--- src/rtl/instr_fetch_unit.sv ---
// Instruction fetch stage: credit-limited sequential word fetch into an in-order
// prefetch FIFO, valid/ready delivery to decode, and wrong-path discard on redirect.
module instr_fetch_unit #(
  parameter int              XLEN     = 32,
  parameter logic [XLEN-1:0] RESET_PC = '0,
  parameter int              DEPTH    = 4
) (
  input  logic            clk_i,
  input  logic            rst_i,
  output logic            imem_req_o,
  output logic [XLEN-1:0] imem_addr_o,
  input  logic            imem_gnt_i,
  input  logic            imem_rvalid_i,
  input  logic [XLEN-1:0] imem_rdata_i,
  input  logic            redirect_i,
  input  logic [XLEN-1:0] redirect_pc_i,
  output logic            instr_valid_o,
  output logic [XLEN-1:0] instr_o,
  output logic [XLEN-1:0] instr_pc_o,
  input  logic            instr_ready_i
);

  localparam int AW = $clog2(DEPTH);
  localparam int CW = AW + 1;

  logic [CW-1:0]   count_q, count_d;
  logic [CW-1:0]   live_q, live_d;
  logic [CW-1:0]   disc_q, disc_d;
  logic [AW-1:0]   rd_ptr_q, rd_ptr_d;
  logic [AW-1:0]   wr_ptr_q, wr_ptr_d;
  logic [XLEN-1:0] fetch_pc_q, fetch_pc_d;
  logic [XLEN-1:0] resp_pc_q, resp_pc_d;

  logic [XLEN-1:0] fifo_instr_q [DEPTH];
  logic [XLEN-1:0] fifo_pc_q    [DEPTH];

  logic [CW+1:0]   credit_used;
  logic            grant;
  logic            push;
  logic            pop;
  logic [XLEN-1:0] target_pc;
  logic            unused_pc_bits;

  // FIFO slots plus every outstanding response (live or to-be-dropped) share DEPTH credits
  assign credit_used = {2'b00, count_q} + {2'b00, live_q} + {2'b00, disc_q};

  assign imem_req_o  = ~rst_i & ~redirect_i & (credit_used < (CW+2)'(DEPTH));
  assign imem_addr_o = fetch_pc_q;

  assign grant = imem_req_o & imem_gnt_i;
  assign push  = imem_rvalid_i & (disc_q == '0) & ~redirect_i;
  assign pop   = instr_valid_o & instr_ready_i & ~redirect_i;

  assign target_pc      = {redirect_pc_i[XLEN-1:2], 2'b00};
  assign unused_pc_bits = ^redirect_pc_i[1:0];

  assign instr_valid_o = (count_q != '0);
  assign instr_o       = instr_valid_o ? fifo_instr_q[rd_ptr_q] : '0;
  assign instr_pc_o    = instr_valid_o ? fifo_pc_q[rd_ptr_q]    : '0;

  always_comb begin
    count_d    = count_q;
    live_d     = live_q;
    disc_d     = disc_q;
    rd_ptr_d   = rd_ptr_q;
    wr_ptr_d   = wr_ptr_q;
    fetch_pc_d = fetch_pc_q;
    resp_pc_d  = resp_pc_q;

    if (redirect_i) begin
      count_d    = '0;
      rd_ptr_d   = '0;
      wr_ptr_d   = '0;
      // Everything still outstanding becomes wrong-path; a response arriving now is dropped here
      disc_d     = disc_q + live_q + CW'(grant) - CW'(imem_rvalid_i);
      live_d     = '0;
      fetch_pc_d = target_pc;
      resp_pc_d  = target_pc;
    end else begin
      if (grant) begin
        fetch_pc_d = fetch_pc_q + XLEN'(4);
      end
      if (imem_rvalid_i) begin
        if (disc_q != '0) begin
          disc_d = disc_q - CW'(1);
        end else begin
          resp_pc_d = resp_pc_q + XLEN'(4);
        end
      end
      live_d  = live_q + CW'(grant) - CW'(push);
      count_d = count_q + CW'(push) - CW'(pop);
      if (push) begin
        wr_ptr_d = wr_ptr_q + AW'(1);
      end
      if (pop) begin
        rd_ptr_d = rd_ptr_q + AW'(1);
      end
    end
  end

  always_ff @(posedge clk_i or posedge rst_i) begin
    if (rst_i) begin
      count_q    <= '0;
      live_q     <= '0;
      disc_q     <= '0;
      rd_ptr_q   <= '0;
      wr_ptr_q   <= '0;
      fetch_pc_q <= RESET_PC;
      resp_pc_q  <= RESET_PC;
    end else begin
      count_q    <= count_d;
      live_q     <= live_d;
      disc_q     <= disc_d;
      rd_ptr_q   <= rd_ptr_d;
      wr_ptr_q   <= wr_ptr_d;
      fetch_pc_q <= fetch_pc_d;
      resp_pc_q  <= resp_pc_d;
    end
  end

  // Storage needs no reset: outputs are masked while the FIFO is empty
  always_ff @(posedge clk_i) begin
    if (push) begin
      fifo_instr_q[wr_ptr_q] <= imem_rdata_i;
      fifo_pc_q[wr_ptr_q]    <= resp_pc_q;
    end
  end

endmodule

--- config.mk ---
export PLATFORM = sky130hd
export DESIGN_NAME = instr_fetch_unit
export DESIGN_NICKNAME = d
export VERILOG_FILES = /design/src/rtl/instr_fetch_unit.sv
export SDC_FILE = /design/constraint.sdc
export NUM_CORES = 1
export LEC_CHECK = 0
export CAP_MARGIN = 15
export CORE_ASPECT_RATIO = 0.6
export CORE_UTILIZATION = 45
export DETAILED_ROUTE_END_ITERATION = 8
export MAX_ROUTING_LAYER = met4
export PLACE_DENSITY = 0.67
export SLEW_MARGIN = 20
export SYNTH_ARGS = -nofsm -noshare
export SYNTH_HDL_FRONTEND = slang
export SYNTH_SLANG_ARGS = --single-unit
--- constraint.sdc ---
create_clock -name clk_i -period 4.9 [get_ports clk_i]
set_clock_uncertainty 0.1 [all_clocks]
set_input_delay 0.98 -clock clk_i [delete_from_list [all_inputs] [get_ports clk_i]]
set_output_delay 0.98 -clock clk_i [all_outputs]
set_load 0.1 [all_outputs]
==> impl_summary.log <==
INFO  metric final_layout_size_suffix_gt1_frac = 0.159
INFO  metric cp_num_cells = 4
INFO  metric setup_viol = 0
INFO  metric worst_hold_slack = 0.470 ns
INFO  metric max_freq = 230 MHz
INFO  metric cts_hold_repair.buffers = 0
INFO  metric final-max-slew-violation-count = 0
INFO  metric syn2layout_area_growth = 21.7%
INFO  metric yosysSeqAreaShare = 0.663
INFO  metric total_gr_overflow = 0
INFO  metric filler_cell_count_in_the_final_layout = 2388
INFO  metric ys_seq_elements = 321
INFO  metric post_cts.resized_instances = 0
INFO  metric netlist.top_cell.by_area = sky130_fd_sc_hd__edfxtp_1
INFO  metric worst_skew_pair.late_latency = 0.56 ns
INFO  metric die_x_extent = 230 um
INFO  metric residual_drc_count = 0
INFO  metric layout.core_utilization = 0.563
INFO  metric min_period = 4.35 ns
INFO  metric synth-edff-count = 248
INFO  metric cts.clk_slew.worst_paths = 0.07 ns
INFO  metric cap_violations = 0
INFO  metric worst_slew_margin_rel = 0.274
INFO  metric grt_start_max_net_pins = 63
INFO  metric hold_depth = 2
INFO  metric setup_total_negative_slack = 0 ns
INFO  metric worstPathCellList = buf_12 -> mux4_2 -> and2_1 -> clkdlybuf4s50_1
INFO  metric worstPathRequired = 3.82 ns
INFO  metric status = finished clean
INFO  metric cp_num_buf_inv = 2
INFO  metric static-leakage-power = 5.89 nW
INFO  metric diodes = 0
INFO  metric top_count_cell_post_synth = sky130_fd_sc_hd__edfxtp_1
INFO  metric timing.critical_path.from_type = flip-flop
INFO  metric postSynth.asyncResetShare = 0.227
INFO  metric placement_rows = 49
INFO  metric tritoncts_clock_tree = yes
INFO  metric critPathMaxStageDelay = 0.96 ns
INFO  metric synth-warning-count = 0
INFO  metric fp.dieH = 139 um
INFO  metric cp_slowest_cell = sky130_fd_sc_hd__clkdlybuf4s50_1
INFO  metric port-buffer-count = 161
INFO  metric crit_path_max_fanout = 25
INFO  metric count_of_cells_along_the_worst_register_to_register_path = 14
INFO  metric grt_first_pass_wirelength = 49200 um
INFO  metric wl = 31400 um
INFO  metric grt_setup_unrepaired = false
INFO  metric cts_made_buffers = 29
INFO  metric io_pins = 168
INFO  metric postSynthCellCount = 900
INFO  metric cts_post_setup_buffers_inserted = 0
INFO  metric p_per_area = 626 nW/um^2
INFO  metric clockRootBuffer = sky130_fd_sc_hd__clkbuf_16
INFO  metric grt-busiest-layer = met1
INFO  metric worstPathArrival = 3.27 ns
INFO  metric placedCellCount = 1440
INFO  metric synth_top_area_frac = 0.533
INFO  metric antenna_violations_before_repair = 0
INFO  metric placeableCoreArea = 30200 sq um
INFO  metric clock-sinks = 321
INFO  metric met3_usage = 0.0368
INFO  metric synth.distinct_cells = 61
INFO  metric postSynthAreaPerCell = 15.5 sq um
INFO  metric cts_buffer_depth = 3
INFO  metric stdcell_count = 1493
INFO  metric ys_top_cells_by_area = sky130_fd_sc_hd__edfxtp_1 53%, sky130_fd_sc_hd__dfrtp_1 13%, sky130_fd_sc_hd__mux4_2 10%
INFO  metric vias = 8228
INFO  metric finalHoldViolations = 0
INFO  metric vias_per_cell = 5.51
INFO  metric grt_util_all_layers = 0.207
INFO  metric initial_standard_cell_utilization_of_the_core = 0.463
INFO  metric grt_use_met1 = 0.313
INFO  metric tightest_hold_check_type = flip-flop to flip-flop
INFO  metric seq_area = 9280 sq um
INFO  metric layout.nets = 1155
INFO  metric total_standard_cell_area_after_synthesis = 14000 sq um
INFO  metric first_global_vias = 8176
INFO  metric path_delay_family = buffers and inverters
INFO  metric irDropWorstVdd = 0.576 mV
INFO  metric drt_first_pass_iters = 7
INFO  metric place.gp.congestion = 0.810
INFO  metric ys.flop_type = sky130_fd_sc_hd__edfxtp_1
INFO  metric multi_input_area = 4320 sq um
INFO  metric fin_crit_sh = 0.887
INFO  metric antenna_left = 0
INFO  metric timing.setup.critical_path_class = flip-flop to primary output
INFO  metric routed_wire_per_std_cell = 21.1 um
INFO  metric hpwl = 20400 um
INFO  metric max_slew.worst_pin.slew = 1.09 ns
INFO  metric grt_util_met2 = 0.296
INFO  metric synth_top_cells_by_count = 248 x sky130_fd_sc_hd__edfxtp_1, 73 x sky130_fd_sc_hd__dfrtp_1, 67 x sky130_fd_sc_hd__and2_1
INFO  metric critical_path.endpoint_type = primary output
INFO  metric htreeDepth = 1
INFO  metric die_area = 31800 sq um
INFO  metric detailedRoute.firstIterationViolations = 754
## flip-flops by register name, indices dropped and copies added, names as in the netlist, 3 cells and up
name and count:
disc_q 3, resp_pc_q 30, fifo_instr_q 128, fifo_pc_q 120, count_q 3, live_q 3, imem_addr_o 30
## routing by layer
layer  wire, um  vias to the layer above
li1           -                     3734
met1      15100                     4223
met2      14100                      228
met3       1710                       43
met4        582                        0
met5          0                        -
## cell usage in the layout, fill, tap and decap left out, types with 3 or more instances in the layout
cell type / count
sky130_fd_sc_hd__edfxtp_1: 248
sky130_fd_sc_hd__clkdlybuf4s50_1: 139
sky130_fd_sc_hd__dfrtp_1: 71
sky130_fd_sc_hd__and2_1: 63
sky130_fd_sc_hd__mux4_2: 62
sky130_fd_sc_hd__nand2_1: 55
sky130_fd_sc_hd__o21ai_0: 50
sky130_fd_sc_hd__inv_1: 36
sky130_fd_sc_hd__clkbuf_16: 33
sky130_fd_sc_hd__xnor2_1: 31
sky130_fd_sc_hd__buf_4: 31
sky130_fd_sc_hd__nand3_1: 25
sky130_fd_sc_hd__nor2_1: 25
sky130_fd_sc_hd__ha_1: 16
sky130_fd_sc_hd__nor3_1: 15
sky130_fd_sc_hd__a21oi_1: 14
sky130_fd_sc_hd__nand4_1: 13
sky130_fd_sc_hd__xor2_1: 11
sky130_fd_sc_hd__and3_1: 9
sky130_fd_sc_hd__a21o_1: 9
sky130_fd_sc_hd__nor4_1: 8
sky130_fd_sc_hd__o31a_1: 8
sky130_fd_sc_hd__and4_1: 8
sky130_fd_sc_hd__buf_12: 8
sky130_fd_sc_hd__a221o_1: 7
sky130_fd_sc_hd__clkbuf_1: 7
sky130_fd_sc_hd__fa_1: 6
sky130_fd_sc_hd__mux2_2: 5
sky130_fd_sc_hd__o311ai_0: 4
sky130_fd_sc_hd__and2_2: 4
sky130_fd_sc_hd__conb_1: 4
sky130_fd_sc_hd__o211ai_1: 3
sky130_fd_sc_hd__nor2b_1: 3
sky130_fd_sc_hd__inv_4: 3
sky130_fd_sc_hd__clkinv_2: 3
sky130_fd_sc_hd__clkbuf_8: 3
## power breakdown
| group | total, W | switching [W] | internal [W] |
|---|---|---|---|
| combinational | 0.00499 | 0.00364 | 0.00135 |
| clock | 0.00232 | 0.00100 | 0.00132 |
| sequential | 0.00335 | 0.000228 | 0.00312 |
| total | 0.0107 | 0.00487 | 0.00579 |
## logic make-up after synthesis
group                      after synthesis  synth area share
xor gates and xnor gates                42            0.0263
AOI/OAI and AO/OA                      106            0.0493
adders and majority gates               22            0.0229
DFF                                    321             0.663
buffers and inverters                   88            0.0289
other                                    1          0.000268
and+or+nand+nor                        251             0.104
muxes                                   69             0.105
## final timing paths
kind	startpoint	to	slack [ns]
hold / removal	disc_q[1]	disc_q[1]	0.47
hold reg to reg	disc_q[1]	disc_q[1]	0.47
max in group asynchronous	rst_i	resp_pc_q[27]	2.84
setup / recovery	rd_ptr_q[0]	instr_pc_o[16]	0.55
setup reg to reg	count_q[1]	disc_q[2]	1.14
min in group asynchronous	rst_i	imem_addr_o[28]	0.78
## worst register-to-register path: cells and delay by family, from the launching register on
family	cells	cell delay, ns
buffers and inverters	1	0.12
AO/OA/AOI/OAI	3	0.55
AND/OR/NAND/NOR	3	0.38
XOR/XNOR	3	0.51
flip-flops	1	0.39
adder cells (fa/ha/maj)	4	1.60
## through the flow
| step | area (sq um) | power [W] | setup WS (ns) |
|---|---|---|---|
| 6_report | 17000 | 0.0107 | 0.554 |
| 5_1_grt | 17000 | 0.0111 | 0.413 |
| 4_1_cts | 17000 | 0.0108 | 0.487 |
| 3_5_place_dp | 16000 | 0.00843 | 1.07 |
| 3_3_place_gp | 16000 | 0.00840 | 1.08 |
| 2_1_floorplan | 14000 | 0.00726 | 0.644 |
## cell type report
class | instances | share of cell area
clock buffer | 43 | 0.0525
timing repair buffer | 179 | 0.105
tap | 408 | 0.0300
sequential | 321 | 0.545
inverter | 38 | 0.00838
multi-input combinational | 494 | 0.254
clock inverter | 10 | 0.00492
Power figures use the tool's default switching activity.
